## config.mk

```make
export PLATFORM = sky130hd
export DESIGN_NAME = inbuf_wr_packer
export DESIGN_NICKNAME = d
export VERILOG_FILES = /design/src/rtl/inbuf_wr_packer.sv
export SDC_FILE = /design/constraint.sdc
export NUM_CORES = 1
export LEC_CHECK = 0
export ABC_AREA = 1
export CAP_MARGIN = 20
export CORE_MARGIN = 2
export CORE_UTILIZATION = 30
export CTS_BUF_LIST = sky130_fd_sc_hd__clkbuf_8
export DETAILED_ROUTE_END_ITERATION = 16
export PLACE_DENSITY = 0.61
export SLEW_MARGIN = 20
export SYNTH_ARGS = -nofsm -noshare
export SYNTH_HDL_FRONTEND = slang
export SYNTH_SLANG_ARGS = --single-unit
```

## constraint.sdc

```tcl
create_clock -name clk -period 2.18 [get_ports clk]
set_clock_uncertainty 0.05 [all_clocks]
set_input_delay 0.436 -clock clk [delete_from_list [all_inputs] [get_ports clk]]
set_output_delay 0.436 -clock clk [all_outputs]
set_load 0.02 [all_outputs]
```

## src/rtl/inbuf_wr_packer.sv

```systemverilog
// -----------------------------------------------------------------------------
// inbuf_wr_packer
//
// Upstream feeder of the input buffer. Narrow host beats are packed into one
// full input-buffer line, and each completed line is written into the
// input-buffer SRAM FIFO. A beat flagged host_in_last closes the line early.
// Slots that were not written stay zero, so a partial line is zero-padded.
// FIFO full back-pressure holds a completed line until the FIFO can take it.
//
// Ports
//   clk            system clock
//   rst_n          synchronous active-low reset
//   host_in_val    host beat valid
//   host_in_data   host beat payload (HOST_DATA_W)
//   host_in_last   beat closes the current block; line is padded and written
//   host_in_rdy    packer accepts a beat this cycle (FILL state)
//   inbuf_full     input-buffer FIFO full
//   inbuf_wr_req   one-cycle write strobe to the input buffer
//   inbuf_wr_data  line presented to the input buffer (INBUF_DATA_W)
//   pkr_busy       a partial or pending line is held
//   pkr_lines_cnt  lines written since reset, wraps to 0
// -----------------------------------------------------------------------------
module inbuf_wr_packer #(
    parameter int HOST_DATA_W  = 64,
    parameter int INBUF_DATA_W = 512,
    parameter int CNT_W        = 16
) (
    input  logic                    clk,
    input  logic                    rst_n,
    input  logic                    host_in_val,
    input  logic [HOST_DATA_W-1:0]  host_in_data,
    input  logic                    host_in_last,
    output logic                    host_in_rdy,
    input  logic                    inbuf_full,
    output logic                    inbuf_wr_req,
    output logic [INBUF_DATA_W-1:0] inbuf_wr_data,
    output logic                    pkr_busy,
    output logic [CNT_W-1:0]        pkr_lines_cnt
);

    localparam int BEATS  = INBUF_DATA_W / HOST_DATA_W;
    localparam int BCNT_W = (BEATS > 1) ? $clog2(BEATS) : 1;

    typedef enum logic [0:0] {
        ST_FILL = 1'b0,
        ST_PEND = 1'b1
    } state_e;

    state_e                  state_q;
    logic [BCNT_W-1:0]       beat_cnt_q;
    logic [INBUF_DATA_W-1:0] line_q;
    logic [CNT_W-1:0]        lines_cnt_q;

    logic                    in_fill_s;
    logic                    in_pend_s;
    logic                    last_slot_s;
    logic                    wr_fire_s;

    // Decode state and the write condition shared by the outputs and the FSM.
    always_comb begin
        in_fill_s   = 1'b0;
        in_pend_s   = 1'b0;
        last_slot_s = 1'b0;
        wr_fire_s   = 1'b0;
        if (state_q == ST_FILL) begin
            in_fill_s = 1'b1;
        end else begin
            in_pend_s = 1'b1;
        end
        if (beat_cnt_q == BCNT_W'(BEATS - 1)) begin
            last_slot_s = 1'b1;
        end else begin
            last_slot_s = 1'b0;
        end
        // The write strobe is a pure function of state and full, so the
        // request drops in the same cycle the FIFO asserts full.
        if (in_pend_s && !inbuf_full) begin
            wr_fire_s = 1'b1;
        end else begin
            wr_fire_s = 1'b0;
        end
    end

    assign host_in_rdy   = in_fill_s;
    assign inbuf_wr_req  = wr_fire_s;
    assign inbuf_wr_data = line_q;
    assign pkr_busy      = in_pend_s | (beat_cnt_q != {BCNT_W{1'b0}});
    assign pkr_lines_cnt = lines_cnt_q;

    // Packer FSM: slot fill, line hand-off and lines-written counter.
    always_ff @(posedge clk) begin
        if (!rst_n) begin
            state_q     <= ST_FILL;
            beat_cnt_q  <= {BCNT_W{1'b0}};
            line_q      <= {INBUF_DATA_W{1'b0}};
            lines_cnt_q <= {CNT_W{1'b0}};
        end else begin
            case (state_q)
                ST_FILL: begin
                    if (host_in_val) begin
                        for (int b = 0; b < BEATS; b++) begin
                            if (beat_cnt_q == BCNT_W'(b)) begin
                                line_q[b*HOST_DATA_W +: HOST_DATA_W] <= host_in_data;
                            end
                        end
                        // beat_cnt is held in PEND so pkr_busy stays meaningful;
                        // it is cleared together with the line on the write.
                        if (last_slot_s || host_in_last) begin
                            state_q <= ST_PEND;
                        end else begin
                            beat_cnt_q <= beat_cnt_q + 1'b1;
                        end
                    end
                end
                ST_PEND: begin
                    if (!inbuf_full) begin
                        state_q     <= ST_FILL;
                        beat_cnt_q  <= {BCNT_W{1'b0}};
                        line_q      <= {INBUF_DATA_W{1'b0}};
                        lines_cnt_q <= lines_cnt_q + 1'b1;
                    end
                end
                default: begin
                    state_q    <= ST_FILL;
                    beat_cnt_q <= {BCNT_W{1'b0}};
                    line_q     <= {INBUF_DATA_W{1'b0}};
                end
            endcase
        end
    end

endmodule

```

# After elaboration in Yosys (flattened, before gate mapping)
# Cells that the tools add are included.
[word_totals]
reg_bits = 532
latchBits = 0
ramBits = 0
romBits = 0
out_inout_bits = 531
memories = 0
[op_classes]
addsub = 2
mul = 0
n_div = 0
magnitude_cmp = 0
eq_ne = 18
shift = 0
n_mux = 23
bitwise = 3
reduce_logical = 15
[op_table]
columns = ["operator", "count"]
rows = [
  ["2-to-1 mux 512 bit", 2],
  ["case mux 512 bit (2 select lines)", 1],
  ["2-to-1 mux 64 bit", 8],
  ["AND reduction 3 bit", 9],
  ["adder 16 x 1 -> 16 bit, second input constant", 1],
  ["!= test 2 x 1 -> 1 bit, second input constant", 8],
  ["equality test 3 bit, second input constant", 4],
  ["2-to-1 mux 3 bit", 3],
  ["2-to-1 mux 1 bit", 7],
  ["equality test 3 x 2 -> 1 bit, second input constant", 2],
  ["!= test 2 bit, second input constant", 3],
  ["case mux 3 bit (2 select lines)", 1],
  ["adder 3 x 1 -> 3 bit, second input constant", 1],
  ["equality test 3 x 1 -> 1 bit, second input constant", 1],
  ["logical NOT 3 bit", 1],
  ["nonzero test 3 bit", 1],
  ["inverter 1 bit", 2],
  ["case mux 1 bit (2 select lines)", 1],
  ["AND reduction 2 bit", 1],
  ["logical AND 1 bit", 1],
  ["logical NOT 1 bit", 1],
  ["logical OR 1 bit", 1],
  ["OR 1 bit", 1],
]

# Depth between registers and ports, before layout
[logic_depth]
word_depth = 6
ltp_mapped = 10
ltp_nobuf = 9

# Worst setup path before layout
# OpenSTA, ideal clock, no wires.
[synth_path]
path_kind = "input to register"
startpoint = "input port rst_n"
endpoint = "register line_q[192] (netlist: inbuf_wr_data[192])"
setup_time_ns = 0.132
arrival_ns = 1.389
required_ns = 1.998
setup_slack_ns = 0.608
cell_stages = 6
path_buffers = 4
path_cell_list = "buf_2 inv_1 buf_2 clkbuf_1 clkbuf_1 a21oi_1"
[synth_rtl]
columns = ["item", "line", "text"]
rows = [
  ["start: declaration", "29", "input logic rst_n,"],
  ["end signal: assignment", "95", "line_q <= {INBUF_DATA_W{1'b0}};"],
  ["end signal: indexed assignment", "103", "line_q[b*HOST_DATA_W +: HOST_DATA_W] <= host_in_data;"],
  ["end signal: assignment", "119", "line_q <= {INBUF_DATA_W{1'b0}};"],
  ["end: declaration", "51", "logic [INBUF_DATA_W-1:0] line_q;"],
]
# No word-level cell between the ends.

# Final worst setup path
[layout_path]
startpoint = "register beat_cnt_q[0]"
endpoint = "output port pkr_busy"
[layout_between]
elab_chain_len = 2
[layout_lines]
columns = ["item", "line", "text"]
rows = [
  ["start: declaration", "50", "logic [BCNT_W-1:0] beat_cnt_q;"],
  ["start signal: assignment", "94", "beat_cnt_q <= {BCNT_W{1'b0}};"],
  ["start signal: assignment", "111", "beat_cnt_q <= beat_cnt_q + 1'b1;"],
  ["start signal: assignment", "118", "beat_cnt_q <= {BCNT_W{1'b0}};"],
  ["nonzero test 3 bit", "87", "assign pkr_busy = in_pend_s | (beat_cnt_q != {BCNT_W{1'b0}});"],
  ["OR 1 bit", "87", ""],
  ["end: declaration", "37", "output logic pkr_busy,"],
]
# Every way passes these cells.

==> impl_metrics.toml <==
[placed_design]
gp_congestion = 0.915
dp_cells = 3660
place_hpwl_um = 56600
io_buffers = 599

[drt]
drc_errors = 0
drtIter0Drc = 1288
wire_per_inst_um = 20.6
vias = 18648
ant_nets = 0
dr.pass1.iters = 5
vias_per_cell = 4.88
wirelength_um = 79000

[yosys]
netlist_instances = 2281
synth.most_common_cell = "dfxtp_1"
ys_async_sr_fraction_pct = 0
syn_area_um2 = 18800
seq_area_frac_synth_pct = 56.6
synth_largest_area_cell = "dfxtp_1"
yosys_warnings = 0
avgSynthCellArea_um2 = 8.25
yosys_register_bits = 532
synth_nets = 2357
synth_flop_cell = "dfxtp_1"
yosys.cell_types.count = 24
synth_edf_count = 0
ys_top_cells_by_area = "dfxtp_1 (57%), a21oi_1 (11%), o21ai_0 (6.0%)"
synthTopCellsByCount = "dfxtp_1 (532), a21oi_1 (424), nand2_1 (300)"
synth.top_cell.area_share_pct = 56.6

[sta]
clock.fmax_mhz = 469
tightest_slew_ns = 0.633
period_needed_ns = 2.13
slew_headroom_pct = 57.8
setup_violations = 0
timing.final.max_slew_violations = 0
fin_setup_tns_ns = 0
finalHoldViolCount = 0
fin_crit_sh_pct = 97.7

[clocking]
clkLatencyLatePin_ns = 0.66
clock_path_buffers = 3
cts_tree = "done"
cts_buffers = 90
htreeDepth = 3
cts.sinks = 532
cts-root-buf = "clkbuf_8"
path_clk_slew_ns = 0.06

[setup_path]
crit_end = "pkr_busy"
rr_worst_depth = 8
crit_fanout = 4
worst_r2r_startpoint = "state_q"
crit_arrival_ns = 1.64
crit_type = "reg2out"
r2r_setup_slack_ns = 0.39
setup.worst_path.start = "beat_cnt_q[0]"
worst_ep_required_time_ns = 1.69
cp-start-kind = "register"
worstReg2RegEnd = "inbuf_wr_data[78]"
end_kind = "output port"

[power_and_ir_drop]
power_density_nw_per_um2 = 823
ir_worst_vdd_mv = 0.479
p_leak_uw = 0.0128
power_uw = 23000

[status]
status = "completed"

[global_routing]
antenna_found_initial = 5
grt_max_degree = 144
grtUsageTotal_pct = 23.4
grt_pass1_wl_um = 114000
grt_pass1_vias = 17889
grt-ovfl-total = 0

[die]
core.rowCount = 91
core_um2 = 61800
dieHeight_um = 254
fp.dieArea_um2 = 64800
io_pins = 600
initial_core_util_pct = 30.4
dieWidth_um = 254

[worst_hold_path]
hold_class = "in2reg"

[run]
max-cap-violations = 0

[cells_and_area]
final_nets = 2993
syn_to_final_growth_pct = 48.4
final_util_pct = 45.2
fin_cells = 3825
drive_gt1_share_pct = 9.92
[timing repair]
item / 4_1_cts / 5_1_grt
buffers inserted: 0 / 1
hold endpoints to repair: 9 / 0
endpoints found under the setup margin: 413 / 7
hold buffers: 1 / 0
pin swaps: 0 / 2
gates resized for setup: 417 / 19
[critical path, cell delays in order (launching register included)]
cell	delay [ns]
dfxtp_4	0.36
inv_4	0.07
ha_4	0.12
inv_1	0.05
nor2_2	0.14
nand2_2	0.10
buf_6	0.14
[logic make-up after synthesis]
family	share of synthesized area, %
AOI/OAI and AO/OA	21.4
DFF	56.6
xor gates and xnor gates	0.140
and+or+nand+nor	13.8
buffers and inverters	7.62
adders and majority gates	0.465
[how the worst min path moves through the flow]
stage	from	to	slack, ns	cells after the start
floorplan	beat_cnt_q[0]	beat_cnt_q[0]	0.40	1
global placement	inbuf_wr_data[33]	inbuf_wr_data[33]	0.40	2
detailed placement	inbuf_wr_data[11]	inbuf_wr_data[11]	0.40	2
CTS	host_in_data[5]	inbuf_wr_data[197]	0.33	5
global route	host_in_data[5]	inbuf_wr_data[197]	0.42	5
finish	host_in_data[5]	inbuf_wr_data[197]	0.41	5
[state kept, by name, summed over array words and instances, names as in the netlist]
signal         count
pkr_lines_cnt     16
inbuf_wr_data    512
beat_cnt_q         3
state_q            1
[power breakdown]
group          leakage [uW]  switching [uW]  internal, uW  total, uW
combinational       0.00742            2150          1200       3350
sequential          0.00433             271         10200      10500
clock               0.00106            4160          5000       9160
total                0.0128            6590         16400      23000
[stage by stage]
stage | hold WS [ns] | area (um^2) | setup WS (ns)
final | 0.406 | 27900 | 0.0500
after global routing | 0.419 | 27900 | -0.0235
after CTS | 0.331 | 27900 | -0.120
after detailed placement | 0.404 | 26500 | -0.0793
after global placement | 0.399 | 26500 | -0.0303
after floorplan | 0.404 | 18800 | 0.608
[cell type report]
| cell class | instances | area (um^2) |
|---|---|---|
| clock inverters | 41 | 219 |
| inverters | 155 | 597 |
| multi-input cells | 1404 | 6810 |
| fillers | 6189 | 33900 |
| well taps | 837 | 1050 |
| flip-flops and latches | 532 | 10700 |
| clock buffers | 119 | 1640 |
| diodes | 3 | 7.51 |
| repair buffers | 734 | 6950 |
[per-layer routing]
layer | GRT usage [%] | part of all wire (%) | vias up
li1 | - | - | 8926
met3 | 6.48 | 8.5 | 140
met4 | 10.5 | 3.9 | 4
met5 | 0 | 0.032 | -
met2 | 41.5 | 50 | 831
met1 | 26.1 | 38 | 8747
[cell usage in the layout (no fill, tap or decap), types with 3 or more instances in the layout]
cell and count:
dfxtp_1 529, clkinv_2 12, nand2_1 295, dfxtp_4 3, nor3_1 4, buf_12 35
dlymetal6s2s_1 6, inv_2 3, inv_8 3, diode_2 3, clkdlybuf4s50_1 179, nor2_1 190
a211oi_1 98, buf_4 99, clkbuf_8 119, ha_1 6, a21oi_1 424, nand2_2 7
o21ai_0 227, nand3_1 137, dlygate4sd2_1 412, inv_1 172, inv_4 3, nand4_1 3
o21ai_4 3
(Power assumes the default switching activity.)
